$ cat config.mk
export PLATFORM = sky130hd
export DESIGN_NAME = fir_cmem_seq_flat
export DESIGN_NICKNAME = d
export VERILOG_FILES = /design/src/rtl/fir_cmem_seq_if.sv /design/src/rtl/fir_cmem_seq.sv /design/src/flat_wrapper.sv
export SDC_FILE = /design/constraint.sdc
export NUM_CORES = 2
export LEC_CHECK = 0
export BUFFER_PORTS_ARGS = -buffer_cell sky130_fd_sc_hd__buf_2
export CAP_MARGIN = 10
export CELL_PAD_IN_SITES_DETAIL_PLACEMENT = 0
export CELL_PAD_IN_SITES_GLOBAL_PLACEMENT = 1
export CORE_MARGIN = 1
export CORE_UTILIZATION = 40
export DETAILED_ROUTE_END_ITERATION = 8
export PLACE_DENSITY = 0.66
export SETUP_SLACK_MARGIN = 0.15
export SLEW_MARGIN = 20
export SYNTH_ARGS = -nofsm -noshare
export SYNTH_HDL_FRONTEND = slang
export SYNTH_SLANG_ARGS = --single-unit
export TNS_END_PERCENT = 30
$ cat constraint.sdc
create_clock -name clk -period 24.2 [get_ports clk]
set_input_delay 2.42 -clock clk [delete_from_list [all_inputs] [get_ports clk]]
set_output_delay 2.42 -clock clk [all_outputs]
set_load 0.01 [all_outputs]
$ cat src/rtl/fir_cmem_seq_if.sv
// Valid/ready sample stream used on both sides of the FIR coefficient-memory sequencer.
interface fir_cmem_seq_if #(
    parameter int DW = 16
);
    logic          valid;
    logic          ready;
    logic [DW-1:0] data;

    modport master (output valid, output data, input ready);
    modport slave  (input valid, input data, output ready);
endinterface

$ cat src/rtl/fir_cmem_seq.sv
// 64-tap FIR sequencer: buffers samples, walks the coefficient memory, returns rounded/saturated Q15 output.
// Optional macro FIR_SYM_EN: symmetric-coefficient pre-add mode, half the MAC cycles, bit-identical results.
module fir_cmem_seq #(
    parameter int NTAP   = 64,
    parameter int DW     = 16,
    parameter int ACCW   = 38,
    parameter int OSHIFT = 15
) (
    input  logic                 clk,
    input  logic                 rst_n,
    fir_cmem_seq_if.slave        src,
    fir_cmem_seq_if.master       dst,
    output logic [5:0]           cmem_a,
    input  logic [DW-1:0]        cmem_q,
    output logic                 busy
);
    localparam int AW = $clog2(NTAP);
`ifdef FIR_SYM_EN
    localparam int NMAC = NTAP / 2;
    localparam int PW   = 2 * DW + 1;
`else
    localparam int NMAC = NTAP;
    localparam int PW   = 2 * DW;
`endif
    localparam logic [AW-1:0]          KLAST = AW'(NMAC - 1);
    localparam logic signed [ACCW-1:0] SMAX  = ACCW'((1 << (DW - 1)) - 1);
    localparam logic signed [ACCW-1:0] SMIN  = -SMAX - ACCW'(1);
    localparam logic signed [ACCW-1:0] RHALF = ACCW'(1 << (OSHIFT - 1));

    typedef enum logic [1:0] {IDLE, MAC, OUT} state_t;

    state_t                 state, state_nx;
    logic signed [ACCW-1:0] acc, acc_next, rnd, shifted;
    logic [AW-1:0]          wp, k, idx_new;
    logic [DW-1:0]          sbuf [NTAP];
    logic [DW-1:0]          s_new, out_q, sat_val;
    logic signed [PW-1:0]   prod;
    logic                   last;

    always_comb begin
        idx_new = wp - AW'(1) - k;
        s_new   = sbuf[idx_new];
        last    = (k == KLAST);
    end

`ifdef FIR_SYM_EN
    logic [AW-1:0]        idx_old;
    logic [DW-1:0]        s_old;
    logic signed [DW:0]   pre;

    // Mirror tap 63-k sits at (wp-64+k) mod 64, which is simply wp+k.
    always_comb begin
        idx_old = wp + k;
        s_old   = sbuf[idx_old];
        pre     = $signed({s_new[DW-1], s_new}) + $signed({s_old[DW-1], s_old});
        prod    = $signed(cmem_q) * pre;
    end
`else
    always_comb begin
        prod = $signed(cmem_q) * $signed(s_new);
    end
`endif

    always_comb begin
        acc_next = acc + $signed({{(ACCW - PW){prod[PW-1]}}, prod});
        rnd      = acc_next + RHALF;
        shifted  = rnd >>> OSHIFT;
        if (shifted > SMAX)
            sat_val = SMAX[DW-1:0];
        else if (shifted < SMIN)
            sat_val = SMIN[DW-1:0];
        else
            sat_val = shifted[DW-1:0];
    end

    always_ff @(posedge clk or negedge rst_n) begin
        if (!rst_n)
            state <= IDLE;
        else
            state <= state_nx;
    end

    always_comb begin
        state_nx = state;
        case (state)
            IDLE:    if (src.valid) state_nx = MAC;
            MAC:     if (last) state_nx = OUT;
            OUT:     if (dst.ready) state_nx = IDLE;
            default: state_nx = IDLE;
        endcase
    end

    always_comb begin
        src.ready = (state == IDLE);
        dst.valid = (state == OUT);
        dst.data  = out_q;
        busy      = (state != IDLE);
        cmem_a    = (state == MAC) ? 6'(k) : '0;
    end

    always_ff @(posedge clk or negedge rst_n) begin
        if (!rst_n) begin
            acc   <= '0;
            wp    <= '0;
            k     <= '0;
            out_q <= '0;
            for (int unsigned i = 0; i < NTAP; i++)
                sbuf[i] <= '0;
        end else begin
            case (state)
                IDLE: begin
                    if (src.valid) begin
                        sbuf[wp] <= src.data;
                        wp       <= wp + AW'(1);
                        acc      <= '0;
                        k        <= '0;
                    end
                end
                MAC: begin
                    acc <= acc_next;
                    k   <= k + AW'(1);
                    // Output is latched from the final sum so it is valid on OUT entry.
                    if (last)
                        out_q <= sat_val;
                end
                default: ;
            endcase
        end
    end
endmodule

$ cat src/flat_wrapper.sv
// flat-port wrapper written by rule: the top's interface ports become plain ports
module fir_cmem_seq_flat 
#(
    parameter int NTAP   = 64,
    parameter int DW     = 16,
    parameter int ACCW   = 38,
    parameter int OSHIFT = 15
)
  (clk, rst_n, cmem_a, cmem_q, busy, src_valid, src_data, src_ready, dst_valid, dst_data, dst_ready);
  fir_cmem_seq_if #(.DW(DW)) src_i ();
  fir_cmem_seq_if #(.DW(DW)) dst_i ();
  input  logic clk;
  input  logic rst_n;
  output logic [5:0] cmem_a;
  input  logic [DW-1:0] cmem_q;
  output logic busy;
  input wire logic [$bits(src_i.valid)-1:0] src_valid;
  input wire logic [$bits(src_i.data)-1:0] src_data;
  output wire logic [$bits(src_i.ready)-1:0] src_ready;
  output wire logic [$bits(dst_i.valid)-1:0] dst_valid;
  output wire logic [$bits(dst_i.data)-1:0] dst_data;
  input wire logic [$bits(dst_i.ready)-1:0] dst_ready;
  assign src_i.valid = src_valid;
  assign src_i.data = src_data;
  assign src_ready = src_i.ready;
  assign dst_valid = dst_i.valid;
  assign dst_data = dst_i.data;
  assign dst_i.ready = dst_ready;
  fir_cmem_seq #(.NTAP(NTAP), .DW(DW), .ACCW(ACCW), .OSHIFT(OSHIFT)) u_core (.clk(clk), .rst_n(rst_n), .src(src_i), .dst(dst_i), .cmem_a(cmem_a), .cmem_q(cmem_q), .busy(busy));
endmodule
# After elaboration in Yosys (flattened, before gate mapping)

Cells that the tools add are included.

Logic and storage cells: 114
Flip-flop bits (word level): 1092
Output and inout bits: 25
Bits of input ports: 36

Magnitude comparators: 5
Add/sub/neg operators: 6
Reductions and logical operators: 8
Multiply operators: 1
Muxes and demuxes: 17
Bitwise gates (word level): 2
Eq/ne operators: 6

Operator list:

| cell                     | number |
|---|---|
| $bwmux W1024             | 1 |
| $bmux W16 S6             | 1 |
| $demux W16 S6            | 1 |
| $mux W16                 | 5 |
| $pmux W38 S2             | 1 |
| $add A38 B16 Y38 const B | 1 |
| $add A38 B32 Y38         | 1 |
| $mux W38                 | 1 |
| $mul A16 B16 Y32         | 1 |
| $gt A23 B16 Y1 const B   | 1 |
| $lt A23 B16 Y1 const B   | 1 |
| $ge A7 B7 Y1 const B     | 2 |
| $not A6 Y7               | 2 |
| $add A6 B1 Y6 const B    | 2 |
| $mux W6                  | 2 |
| $pmux W6 S2              | 1 |
| $lt A7 B1 Y1 const B     | 1 |
| $eq A6 B6 Y1 const B     | 1 |
| $mux W2                  | 3 |
| $pmux W2 S3              | 1 |
| $reduce_and A2 Y1        | 3 |
| $sub A6 B1 Y6 const B    | 1 |
| $sub A6 B6 Y6            | 1 |
| $ne A2 B1 Y1 const B     | 2 |
| 7 further kinds          | 8 |

# Longest topological paths before layout

Depth in word-level cells: 12
Gate-level depth with buffers: 42
Mapped depth without buffers: 39

# Worst setup path before layout

No wires, ideal clock.

Path kind: register to register
Start: register u_core.k[0]
End: register u_core.out_q[13], in the netlist u_core.dst.data[13]
Cell stages (with the launch flop): 36
Arrival: 10.514 ns
Path buffers: 5
Setup time: 0.141 ns
Path slack: 13.545 ns
Data required time: 24.059 ns
Clock period less this slack: 10.655 ns
Path through: dfrtp_1 -> inv_1 -> ha_1 -> fa_1 -> xnor2_2 -> buf_2 -> buf_1 -> mux4_2 -> mux2i_1 -> a21oi_1 -> clkbuf_1 -> nand2_1 -> fa_1 -> inv_1 -> fa_1 -> fa_1 -> fa_1 -> fa_1 -> inv_1 -> fa_1 -> inv_1 -> ha_1 -> buf_2 -> o21ai_1 -> a221oi_2 -> or3_1 -> nand3_1 -> a311o_1 -> a2111oi_4 -> nand3_1 -> or4_4 -> mux2_4 -> o21ai_2 -> o311ai_4 -> buf_6 -> o311ai_2

Cells in the longest elaborated chain, start to end: 11
Elaborated cells between the ends (all ways): 14
Classes of those cells: add/sub (3); mul (1); order compare (2); eq/ne (1); mux (5); bitwise (1); reduce/logical (1)

Ends and longest elaborated chain:

| element                                     | line                | source |
|---|---|---|
| from (decl)                                 | fir_cmem_seq.sv:34  | `logic [AW-1:0] wp, k, idx_new;` |
| from (signal assigned)                      | fir_cmem_seq.sv:121 | `k <= k + AW'(1);` |
| $sub A6 B6 Y6                               | fir_cmem_seq.sv:41  | `idx_new = wp - AW'(1) - k;` |
| $not A6 Y7 (implied by the code)            | fir_cmem_seq.sv:42  | `s_new = sbuf[idx_new];` |
| $bmux W16 S6                                | fir_cmem_seq.sv:42  |  |
| $mux W16 (implied by the code) (2 in a row) | fir_cmem_seq.sv:42  |  |
| $mul A16 B16 Y32                            | fir_cmem_seq.sv:60  | `prod = $signed(cmem_q) * $signed(s_new);` |
| $add A38 B32 Y38                            | fir_cmem_seq.sv:65  | `acc_next = acc + $signed({{(ACCW - PW){prod[PW-1]}}, prod});` |
| $add A38 B16 Y38                            | fir_cmem_seq.sv:66  | `rnd = acc_next + RHALF;` |
| $lt A23 B16 Y1                              | fir_cmem_seq.sv:70  | `else if (shifted < SMIN)` |
| $mux W16                                    | fir_cmem_seq.sv:70  |  |
| $mux W16                                    | fir_cmem_seq.sv:68  | `if (shifted > SMAX)` |
| to (signal assigned)                        | fir_cmem_seq.sv:124 | `out_q <= sat_val;` |
| to (decl)                                   | fir_cmem_seq.sv:36  | `logic [DW-1:0] s_new, out_q, sat_val;` |

Parallel ways exist; a longest one is shown, timed or not. The select of a mux whose other input is x is not followed.
A chain may end at the register's enable or synchronous reset.

# Worst setup path in the final report

Start: register u_core.wp[0]
End: register u_core.out_q[6], in the netlist u_core.dst.data[6]

Cells in the longest elaborated chain, start to end: 12
Elaborated cells between the ends (all ways): 13
Classes of those cells: add/sub (4); mul (1); order compare (2); mux (5); bitwise (1)

Ends and longest elaborated chain:

| element                                       | line                | source |
|---|---|---|
| from (decl)                                   | fir_cmem_seq.sv:34  |  |
| from (signal assigned)                        | fir_cmem_seq.sv:114 | `wp <= wp + AW'(1);` |
| $sub A6 B1 Y6 *                               | fir_cmem_seq.sv:41  |  |
| $sub A6 B6 Y6 *                               | fir_cmem_seq.sv:41  |  |
| $not A6 Y7 (implied by the code) *            | fir_cmem_seq.sv:42  |  |
| $bmux W16 S6 *                                | fir_cmem_seq.sv:42  |  |
| $mux W16 (implied by the code) * (2 in a row) | fir_cmem_seq.sv:42  |  |
| $mul A16 B16 Y32 *                            | fir_cmem_seq.sv:60  |  |
| $add A38 B32 Y38 *                            | fir_cmem_seq.sv:65  |  |
| $add A38 B16 Y38 *                            | fir_cmem_seq.sv:66  |  |
| $lt A23 B16 Y1                                | fir_cmem_seq.sv:70  |  |
| $mux W16                                      | fir_cmem_seq.sv:70  |  |
| $mux W16 *                                    | fir_cmem_seq.sv:68  |  |

Mark *: on every way between the ends. The rest lies on a longest branch, timed or not. The select of a mux whose other input is x is not followed.

==> results.toml <==
[run_status]
status = "finished with violations"
violations = "design-rule violations"

[yosys]
syn_area_um2 = 62300
synth_seq_cells = 1092
synthArstFlopShare = 1.00
synth_nets = 4969
yosys_warnings = 0
netlist_instances = 4491
synth.distinct_cells = 105
synth_ff_type = "dfrtp_1"
ys_seq_area_frac = 0.439
syn_area_per_cell_um2 = 13.9
synth_edf_count = 0

[min_path]
hold_depth = 2
hold_class = "flip-flop to flip-flop"

[critical_path]
worst-path-max-fanout = 52
rr_worst_depth = 33
required_ns = 24.70
r2r_slack_ns = 9.47
critPathMostFrequentCell = "fa_1"
crit_slowest_cell = "fa_4"
crit_type = "flip-flop to flip-flop"
endpoint = "u_core.dst.data[6]"
worstSetupEndpointType = "flip-flop"
worstSetupStartpointType = "flip-flop"
crit_arrival_ns = 15.23
slowest_delay_ns = 1.40
startpoint = "u_core.wp[0]"
worstReg2RegStart = "u_core.wp[0]"
reg2reg_to = "u_core.dst.data[6]"

[cts]
cts.clk_slew.worst_paths_ns = 0.06
clockBufferDepth = 3
cts_tree = "built"
cts_root_buffer = "clkbuf_16"
clk_latency_ns = 0.78
cts_max_level = 3
cts_inserted_buffers = 119
cts-resized-gates = 0
hold_buffers = 0
post_cts_buffers = 0
clock_sinks = 1092

[route]
drt-initial-drc-count = 2128
routedWlPerCell_um = 24.2
drcViolationCount = 4
via_per_inst = 5.52
dr.pass1.iters = 9
postRouteAntennaNets = 0
routed_wl_mm = 159
vias = 36356

[global_routing]
grt.total_usage = 0.210
grt_overflow = 0
grt_pass1_wl_mm = 250
antenna_found_initial = 8
grt_max_degree = 184
grt_pass1_vias = 39352

[floorplanning]
start_util = 0.404
rows = 144
fp.dieW_um = 397
fp.dieH_um = 397
core_um2 = 154000
dieArea_um2 = 157000
ios = 61

[job]
maxCapViolCount = 0

[sta]
rsz0062_at_grt = "no"
whs_ns = 0.496
relSlewSlack = 0.212
fin_skew_ns = 0.0878
hold_viol = 0
finalCritPeriodShare = 0.609
fin_tns_setup_ns = 0
slew_violations = 0
clock.fmax_mhz = 67.9
setup_viol = 0
worstMarginPinSlew_ns = 1.18
finalCriticalPeriod_ns = 14.73

[layout]
drive_above_1_share = 0.395
final_cell_mix = "dfrtp_1, mux2_2, inv_1"
fin_nets = 4913
syn_to_final_growth_pct = 10.6
mostFrequentLayoutCell = "dfrtp_1"
multiInputGateArea_um2 = 32400
final-seq-area_um2 = 27300
num-fill-cells = 14015

[place]
place.gp.congestion = 0.809
dp_hpwl_mm = 100
portBuffers = 60
cell families after synthesis:
family          synth area share
compound gates            0.0294
xor+xnor                 0.00798
fa+ha+maj                  0.128
buf+inv                   0.0432
flops                      0.439
mux                        0.305
simple gates              0.0480
sequential cells by signal, summed over array words and instances, names as in the netlist:
signal / flops
u_core.k: 6
u_core.state: 2
u_core.wp: 6
u_core.dst.data: 16
u_core.sbuf: 1024
u_core.acc: 38
cells in the mapped netlist (16+ instances only):
master | count | area, um2
mux2_2 | 1026 | 11600
buf_1 | 43 | 161
fa_1 | 324 | 6490
nor2_1 | 67 | 251
a21oi_1 | 43 | 215
nor2b_1 | 21 | 131
dfrtp_1 | 1092 | 27300
inv_1 | 351 | 1320
and2_1 | 140 | 876
xor2_1 | 16 | 140
ha_1 | 118 | 1480
xnor2_1 | 37 | 324
nand3_1 | 35 | 175
mux4_2 | 320 | 7210
a211oi_1 | 30 | 225
mux2i_1 | 19 | 190
buf_2 | 18 | 90.1
o21ai_0 | 54 | 270
clkbuf_1 | 261 | 980
nor3_1 | 20 | 100
nand2_1 | 248 | 931
cell type report:
class                           instances  share of cell area
Sequential cell                      1092               0.397
Antenna cell                            1           0.0000363
Multi-Input combinational cell       2712               0.471
Timing Repair Buffer                  159              0.0165
Clock buffer                          178              0.0517
Clock inverter                         46             0.00825
Inverter                              351              0.0191
Tap cell                             2044              0.0371
worst max-delay path, delay by kind of cell, from the launching register on:
family / cells / cell delay [ns]
XOR/XNOR: 2 / 0.75
AO/OA/AOI/OAI: 5 / 2.99
AND/OR/NAND/NOR: 9 / 1.87
buffers and inverters: 6 / 2.34
flip-flops: 1 / 0.50
multiplexers: 2 / 0.97
adder cells (fa/ha/maj): 9 / 4.98
worst min-delay path by stage:
stage	start	endpoint	slack (ns)
after floorplan	u_core.acc[11]	u_core.acc[11]	0.46
after global placement	u_core.sbuf[29]	u_core.sbuf[29]	0.48
after detailed placement	u_core.sbuf[721]	u_core.sbuf[721]	0.49
after CTS	u_core.sbuf[918]	u_core.sbuf[918]	0.50
after global routing	u_core.sbuf[82]	u_core.sbuf[82]	0.50
final	u_core.acc[25]	u_core.acc[25]	0.50
metrics by stage:
step / instance area, um2 / cells / utilization / setup slack, ns
floorplan: 62300 / 4491 / - / 13.54
global placement: 64700 / 6356 / 0.419 / 9.77
detailed placement: 64700 / 6356 / 0.419 / 9.62
CTS: 68800 / 6580 / 0.446 / 9.54
global route: 68900 / 6582 / 0.447 / 8.70
finish: 68900 / 6583 / 0.447 / 9.47
per-layer routing:
layer | global-route usage | up-vias | routed length [um]
met5 | 0 | - | 0
met4 | 0.0439 | 0 | 2580
met3 | 0.0323 | 170 | 7120
met2 | 0.340 | 622 | 76700
met1 | 0.299 | 19860 | 73000
li1 | - | 15704 | -
Power is not shown: default switching activity piles up to over one toggle a cycle in this logic, so the estimate is an artifact.
